--- config.mk ---
export PLATFORM = sky130hd
export DESIGN_NAME = multi_driver_flat
export DESIGN_NICKNAME = d
export VERILOG_FILES = /design/src/rtl/multi_driver_if.sv /design/src/rtl/multi_driver.sv /design/src/flat_wrapper.sv
export SDC_FILE = /design/constraint.sdc
export NUM_CORES = 1
export LEC_CHECK = 0
export CORE_UTILIZATION = 41
export CTS_CLUSTER_DIAMETER = 100
export DETAILED_ROUTE_END_ITERATION = 6
export PLACE_DENSITY_LB_ADDON = 0.08
export SETUP_SLACK_MARGIN = 0.2
export SYNTH_ARGS = -nofsm -noshare
export SYNTH_HDL_FRONTEND = slang
export SYNTH_SLANG_ARGS = --single-unit
--- constraint.sdc ---
create_clock -name clock -period 2 [get_ports clock]
set_input_delay 0.5 -clock clock [delete_from_list [all_inputs] [get_ports clock]]
set_output_delay 0.5 -clock clock [all_outputs]
set_load 0.02 [all_outputs]
--- src/rtl/multi_driver_if.sv ---
// multi_driver_if: upstream request/response bus of the multi-cycle unit driver.
//   master : request fabric side (drives req_valid/req_data/rsp_ready)
//   slave  : driver side (drives req_ready and the response payload)
// Optional macro MULTI_DRIVER_LATENCY_EN adds rsp_latency (CNT_W bits).
interface multi_driver_if #(
    parameter int unsigned WIDTH = 32
`ifdef MULTI_DRIVER_LATENCY_EN
    , parameter int unsigned CNT_W = 4
`endif
);
    logic             req_valid;
    logic             req_ready;
    logic [WIDTH-1:0] req_data;
    logic             rsp_valid;
    logic             rsp_ready;
    logic [WIDTH-1:0] rsp_data;
    logic             rsp_timeout;
`ifdef MULTI_DRIVER_LATENCY_EN
    logic [CNT_W-1:0] rsp_latency;
`endif

    modport master (
        output req_valid, req_data, rsp_ready,
        input  req_ready, rsp_valid, rsp_data, rsp_timeout
`ifdef MULTI_DRIVER_LATENCY_EN
        , input rsp_latency
`endif
    );

    modport slave (
        input  req_valid, req_data, rsp_ready,
        output req_ready, rsp_valid, rsp_data, rsp_timeout
`ifdef MULTI_DRIVER_LATENCY_EN
        , output rsp_latency
`endif
    );
endinterface

--- src/rtl/multi_driver.sv ---
// multi_driver: initiator-side sequencer for a start/done/out multi-cycle unit.
// Takes a request, pulses start with the operand, waits for done (bounded by
// TIMEOUT cycles), and returns the captured result on the response channel.
// Ports:
//   clock, reset (async active-low)
//   bus    : multi_driver_if.slave (req_valid/ready/data, rsp_valid/ready/data/timeout)
//   start  : one-cycle start pulse to the unit
//   inp    : operand to the unit, stable until the response is accepted
//   done   : unit result strobe, only honoured while waiting
//   out    : unit result
//   busy   : high whenever the driver is not idle
// Optional macro MULTI_DRIVER_LATENCY_EN: bus.rsp_latency reports the measured
// wait cycles (TIMEOUT on timeout).
// The unit itself expects an active-high synchronous reset driven with !reset.
module multi_driver #(
    parameter int unsigned WIDTH   = 32,
    parameter int unsigned CNT_W   = 4,
    parameter int unsigned TIMEOUT = 8
) (
    input  logic             clock,
    input  logic             reset,
    multi_driver_if.slave    bus,
    output logic             start,
    output logic [WIDTH-1:0] inp,
    input  logic             done,
    input  logic [WIDTH-1:0] out,
    output logic             busy
);

    localparam logic [CNT_W-1:0] TO_CNT = CNT_W'(TIMEOUT);

    typedef enum logic [1:0] {IDLE, ISSUE, WAIT, HOLD} state_t;

    state_t           state_q, state_d;
    logic [WIDTH-1:0] inp_q, inp_d;
    logic [CNT_W-1:0] cnt_q, cnt_d;
    logic [WIDTH-1:0] data_q, data_d;
    logic             to_q, to_d;
    logic             start_q, start_d;
    logic             ready_q, ready_d;
    logic             valid_q, valid_d;
    logic             busy_q, busy_d;
`ifdef MULTI_DRIVER_LATENCY_EN
    logic [CNT_W-1:0] lat_q, lat_d;
`endif

    // Next-state, datapath and state-decoded outputs (registered one cycle early).
    always_comb begin
        state_d = state_q;
        inp_d   = inp_q;
        cnt_d   = cnt_q;
        data_d  = data_q;
        to_d    = to_q;
`ifdef MULTI_DRIVER_LATENCY_EN
        lat_d   = lat_q;
`endif
        case (state_q)
            IDLE: begin
                if (bus.req_valid && ready_q) begin
                    inp_d   = bus.req_data;
                    state_d = ISSUE;
                end
            end
            ISSUE: begin
                cnt_d   = CNT_W'(1);
                state_d = WAIT;
            end
            WAIT: begin
                // done wins over an expiring counter on the same cycle
                if (done) begin
                    data_d  = out;
                    to_d    = 1'b0;
`ifdef MULTI_DRIVER_LATENCY_EN
                    lat_d   = cnt_q;
`endif
                    state_d = HOLD;
                end else if (cnt_q == TO_CNT) begin
                    data_d  = '0;
                    to_d    = 1'b1;
`ifdef MULTI_DRIVER_LATENCY_EN
                    lat_d   = cnt_q;
`endif
                    state_d = HOLD;
                end else begin
                    cnt_d = cnt_q + CNT_W'(1);
                end
            end
            HOLD: begin
                if (bus.rsp_ready) begin
                    state_d = IDLE;
                end
            end
            default: state_d = IDLE;
        endcase

        start_d = (state_d == ISSUE);
        ready_d = (state_d == IDLE);
        valid_d = (state_d == HOLD);
        busy_d  = (state_d != IDLE);
    end

    // State and output registers.
    always_ff @(posedge clock or negedge reset) begin
        if (!reset) begin
            state_q <= IDLE;
            inp_q   <= '0;
            cnt_q   <= '0;
            data_q  <= '0;
            to_q    <= 1'b0;
            start_q <= 1'b0;
            ready_q <= 1'b1;
            valid_q <= 1'b0;
            busy_q  <= 1'b0;
`ifdef MULTI_DRIVER_LATENCY_EN
            lat_q   <= '0;
`endif
        end else begin
            state_q <= state_d;
            inp_q   <= inp_d;
            cnt_q   <= cnt_d;
            data_q  <= data_d;
            to_q    <= to_d;
            start_q <= start_d;
            ready_q <= ready_d;
            valid_q <= valid_d;
            busy_q  <= busy_d;
`ifdef MULTI_DRIVER_LATENCY_EN
            lat_q   <= lat_d;
`endif
        end
    end

    assign start           = start_q;
    assign inp             = inp_q;
    assign busy            = busy_q;
    assign bus.req_ready   = ready_q;
    assign bus.rsp_valid   = valid_q;
    assign bus.rsp_data    = data_q;
    assign bus.rsp_timeout = to_q;
`ifdef MULTI_DRIVER_LATENCY_EN
    assign bus.rsp_latency = lat_q;
`endif

endmodule

--- src/flat_wrapper.sv ---
// flat-port wrapper written by rule: the top's interface ports become plain ports
module multi_driver_flat 
#(
    parameter int unsigned WIDTH   = 32,
    parameter int unsigned CNT_W   = 4,
    parameter int unsigned TIMEOUT = 8
)
  (clock, reset, start, inp, done, out, busy, bus_req_valid, bus_req_data, bus_rsp_ready, bus_req_ready, bus_rsp_valid, bus_rsp_data, bus_rsp_timeout);
  multi_driver_if #(.WIDTH(WIDTH)) bus_i ();
  input  logic clock;
  input  logic reset;
  output logic start;
  output logic [WIDTH-1:0] inp;
  input  logic done;
  input  logic [WIDTH-1:0] out;
  output logic busy;
  input wire logic [$bits(bus_i.req_valid)-1:0] bus_req_valid;
  input wire logic [$bits(bus_i.req_data)-1:0] bus_req_data;
  input wire logic [$bits(bus_i.rsp_ready)-1:0] bus_rsp_ready;
  output wire logic [$bits(bus_i.req_ready)-1:0] bus_req_ready;
  output wire logic [$bits(bus_i.rsp_valid)-1:0] bus_rsp_valid;
  output wire logic [$bits(bus_i.rsp_data)-1:0] bus_rsp_data;
  output wire logic [$bits(bus_i.rsp_timeout)-1:0] bus_rsp_timeout;
  assign bus_i.req_valid = bus_req_valid;
  assign bus_i.req_data = bus_req_data;
  assign bus_i.rsp_ready = bus_rsp_ready;
  assign bus_req_ready = bus_i.req_ready;
  assign bus_rsp_valid = bus_i.rsp_valid;
  assign bus_rsp_data = bus_i.rsp_data;
  assign bus_rsp_timeout = bus_i.rsp_timeout;
  multi_driver #(.WIDTH(WIDTH), .CNT_W(CNT_W), .TIMEOUT(TIMEOUT)) u_core (.clock(clock), .reset(reset), .bus(bus_i), .start(start), .inp(inp), .done(done), .out(out), .busy(busy));
endmodule
**Word level (Yosys, flattened, before mapping)**

Cells that the tools add are included.

- $add $sub $neg: 1
- Equality and inequality tests: 8
- Muxes and demuxes: 12
- Reductions and logical operators: 9

Operator list:

| kind | count |
|---|---|
| $mux W32 | 2 |
| $mux W2 | 4 |
| $mux W4 | 2 |
| $pmux W2 S4 | 1 |
| $pmux W4 S2 | 1 |
| $eq A2 B2 Y1 const B | 3 |
| $reduce_bool A2 Y1 | 3 |
| $add A4 B1 Y4 const B | 1 |
| $eq A2 B1 Y1 const B | 2 |
| $eq A4 B4 Y1 const B | 1 |
| $logic_not A2 Y1 | 2 |
| $ne A2 B2 Y1 const B | 2 |
| $reduce_and A2 Y1 | 2 |
| $reduce_and A3 Y1 | 1 |
| $mux W1 | 2 |
| $logic_and A1 B1 Y1 | 1 |

- Register bits after elaboration: 75

**Longest topological paths before layout**

- Word-level depth: 5
- Depth in mapped cells: 6

**Least setup slack after synthesis**

OpenSTA, ideal clock, no wires.

- Kind: reg-to-reg
- Start: register u_core.ready_q, in the netlist u_core.bus.req_ready
- End: register u_core.inp_q[10], in the netlist u_core.inp[10]
- Setup time: 0.125 ns
- Data arrival time: 1.383 ns
- Required time: 1.875 ns
- Path slack: 0.492 ns
- Cell stages (with the launch flop): 5
- Period minus slack after synthesis: 1.508 ns
- Path through: dfstp_2 and3_1 buf_2 buf_6 mux2_4

- Longest elaborated chain between the ends: 2

Ends and longest elaborated chain:

| what | line | RTL |
|---|---|---|
| start: declaration | multi_driver.sv:40 | `logic ready_q, ready_d;` |
| start signal: assignment | multi_driver.sv:124 | `ready_q <= ready_d;` |
| $logic_and A1 B1 Y1 | multi_driver.sv:59 | `if (bus.req_valid && ready_q) begin` |
| $reduce_and A2 Y1 (no line) | n/a |  |
| end signal: assignment | multi_driver.sv:119 | `inp_q <= inp_d;` |
| end: declaration | multi_driver.sv:35 | `logic [WIDTH-1:0] inp_q, inp_d;` |

Every way passes these cells.
A chain may end at the register's enable or synchronous reset.

**Worst setup path after layout**

- Start: register u_core.ready_q, in the netlist u_core.bus.req_ready
- End: output port bus_req_ready

RTL lines:

| what | line | RTL |
|---|---|---|
| end: declaration | flat_wrapper.sv:20 | `output wire logic [$bits(bus_i.req_ready)-1:0] bus_req_ready;` |

No word-level cell between the ends.

==> flow_metrics.tcl <==
set metrics [dict create \
    status "finished, final reports clean" \
    drt_wl_total_um 6860 \
    yosys_warnings 0 \
    synthXorXnorAreaFrac_pct 0.299 \
    crit_required_ns 1.50 \
    ant_nets 0 \
    synth_cell_types 29 \
    fin_crit_ns 1.69 \
    io_pins 138 \
    place_ws_ns 0.118 \
    die_w_um 86.5 \
    worstSetupPathType "reg2out" \
    p_per_area_nw_per_um2 1550 \
    p_leak_nw 2.28 \
    r2r_setup_slack_ns 0.41 \
    synth_edf_count 0 \
    synth_top_family_by_area "multiplexers" \
    die_h_um 86.5 \
    slew_viol_final 0 \
    syn_area_per_cell_um2 15.7 \
    cts_num_sinks 75 \
    critPathMaxFanout 2 \
    synthAdderAreaFrac_pct 0.855 \
    synth_top_area_share_pct 63.3 \
    cts_buffers 9 \
    cts_tree "built" \
    vias 2098 \
    clkTransAtPathRegs_ns 0.08 \
    critPathLaunchType "flip-flop" \
    r2r_end "u_core.cnt_q[3]$_DFFE_PN0P_" \
    critical_path.top_delay_family "flip-flops" \
    initialDrtViolationCount 45 \
    cp_slowest_cell "dfstp_2" \
    synth-main-ff-cell "dfrtp_1" \
    fp.dieArea_um2 7480 \
    max_stage_delay_ns 0.53 \
    placed_cells 417 \
    critPathCaptureType "primary output" \
    core_um2 6830 \
    syn_nets 257 \
    grt_pass1_vias 2162 \
    synth-compound-area-share_pct 11.5 \
    grt_max_degree 34 \
    rsz0062_at_grt "no" \
    dp_hpwl_um 4860 \
    ys_seq_area_share_pct 64.2 \
    worstPathCellList "dlygate4sd2_1" \
    gp_congestion 0.759 \
    initial_core_util_pct 42.8 \
    clockBufferDepth 2 \
    area_growth_pct 57.4 \
    tightest_slew_ns 0.490 \
    syn-instance-count 186 \
    drive_above_1_share_pct 18.1 \
    synth_most_common_cell "dfrtp_1" \
    fin_skew_ns 0.00922 \
    drcViolationCount 0 \
    yosysTopAreaCell "dfrtp_1" \
    clock.fmax_ghz 0.592 \
    post_cts_buffers 0 \
    htreeDepth 3 \
    fin_tns_setup_ns 0 \
    timing.rr.start "u_core.cnt_q[0]$_DFFE_PN0P_" \
    ys_ff_latch 75 \
    clk_latency_ns 0.34 \
    port_buffers 137 \
    antenna_found_initial 0 \
    path_buf_inv 1 \
    grt_use_total_pct 19.7 \
    rows 30 \
    max_cap_viol_count 0 \
    hp-class "in2async" \
    cts_root_buf "clkbuf_8" \
    synthMuxAreaShare_pct 16.3 \
    fin_nets 403 \
    via_per_inst 4.85 \
    rr_worst_depth 5 \
    n_antenna_cell 0 \
    worstPathArrival_ns 1.19 \
    final_hold_viol_count 0 \
    first_pass_iters 4 \
    synthesis.area_um2 2930 \
    ys_async_sr_fraction_pct 100 \
    slew_headroom_pct 67.1 \
    fin_cells 433 \
    fin_area_um2 4600 \
    ir_drop_mv 0.673 \
    dpl_cell_area_um2 4460 \
    synth.area.top_cells "dfrtp_1 63%, mux2_4 14%, a22o_1 9.9%" \
    grt_pass1_wl_um 11100 \
    wire_per_inst_um 15.8 \
    fin_ws_ns 0.310 \
    synthSimpleGateAreaFrac_pct 4.19 \
    cts_hold_buf 0 \
    synthTopCellsByCount "74 x dfrtp_1, 33 x a22o_1, 28 x mux2_4" \
    grt_overflow 0 \
    min_period_over_period_pct 84.5 \
    setup_violations 0 \
]
==> area by class of cell <==
class	instances	area, um2
Fill cell	567	2230
Sequential cell	75	1880
Timing Repair Buffer	145	1410
Multi-Input combinational cell	98	971
Clock buffer	12	165
Tap cell	96	120
Clock inverter	4	47.5
Inverter	3	11.3
==> layer usage <==
metal	global-route usage, %	share of wire (%)	vias up
li1	-	-	978
met1	25.5	44	1039
met2	32.1	49	72
met3	5.43	5.3	9
met4	6.36	1.3	0
met5	0	0	-
==> power by group <==
| group | internal, mW | switching (mW) |
|---|---|---|
| registers | 2.24 | 0.382 |
| logic | 1.63 | 1.67 |
| clock network | 0.674 | 0.532 |
==> timing repair <==
| action | 4_1_cts | 5_1_grt |
|---|---|---|
| hold endpoints to repair | 0 | 0 |
| resized for setup | 64 | 5 |
| endpoints found under the setup margin | 64 | 5 |
==> through the flow <==
step                      power (mW)  hold WS (ns)  util (%)
after global routing            7.54        0.0931      67.4
after CTS                       7.22        0.0868      67.2
final                           7.13        0.0782      67.4
after global placement          6.38         0.464      65.3
after floorplan                 4.63         0.204         -
after detailed placement        6.44         0.462      65.3
==> logic make-up after synthesis <==
| logic type | Yosys count |
|---|---|
| adder cells (fa/ha/maj) | 2 |
| multiplexers | 33 |
| buffers and inverters | 13 |
| AND/OR/NAND/NOR | 22 |
| AO/OA/AOI/OAI | 40 |
| XOR/XNOR | 1 |
| flip-flops | 75 |
==> flip-flops by register name, indices dropped and copies added, names as in the netlist <==
| signal | flops |
|---|---|
| u_core.state_q | 2 |
| u_core.inp | 32 |
| u_core.bus.rsp_timeout | 1 |
| u_core.bus.req_ready | 1 |
| u_core.cnt_q | 4 |
| u_core.bus.rsp_data | 32 |
| u_core.bus.rsp_valid | 1 |
| u_core.start | 1 |
| u_core.busy | 1 |
==> cells in the final DEF (no fill, tap or decap), types with 2 or more instances in the layout <==
cell type        Yosys  routed
mux2_2               4       4
nor2b_1              2       2
ha_1                 2       2
nor2_1               5       4
dfrtp_1             74      74
dlymetal6s2s_1       0       5
nor3_1               2       2
mux2_4              28      28
a21oi_1              3       3
clkdlybuf4s50_1      0      67
clkinv_2             0       2
buf_12               0       4
inv_1                3       3
clkbuf_8             0      12
buf_4                0       5
nand3_1              2       2
dlygate4sd2_1        0      64
a22o_1              33      33
or3_1                2       2
==> worst max-delay path by stage <==
stage / startpoint / endpoint / slack [ns] / cells past startpoint
2_1_floorplan: u_core.bus.req_ready$_DFF_PN1_ / u_core.inp[10]$_DFFE_PN0P_ / 0.49 / 4
3_3_place_gp: bus_req_valid / u_core.inp[1]$_DFFE_PN0P_ / 0.16 / 4
3_5_place_dp: done / u_core.cnt_q[3]$_DFFE_PN0P_ / 0.12 / 4
4_1_cts: u_core.bus.rsp_data[12]$_DFFE_PN0P_ / bus_rsp_data[12] / 0.20 / 1
5_1_grt: u_core.bus.req_ready$_DFF_PN1_ / bus_req_ready / 0.25 / 1
6_report: u_core.bus.req_ready$_DFF_PN1_ / bus_req_ready / 0.31 / 1
Power figures use the tool's default switching activity.
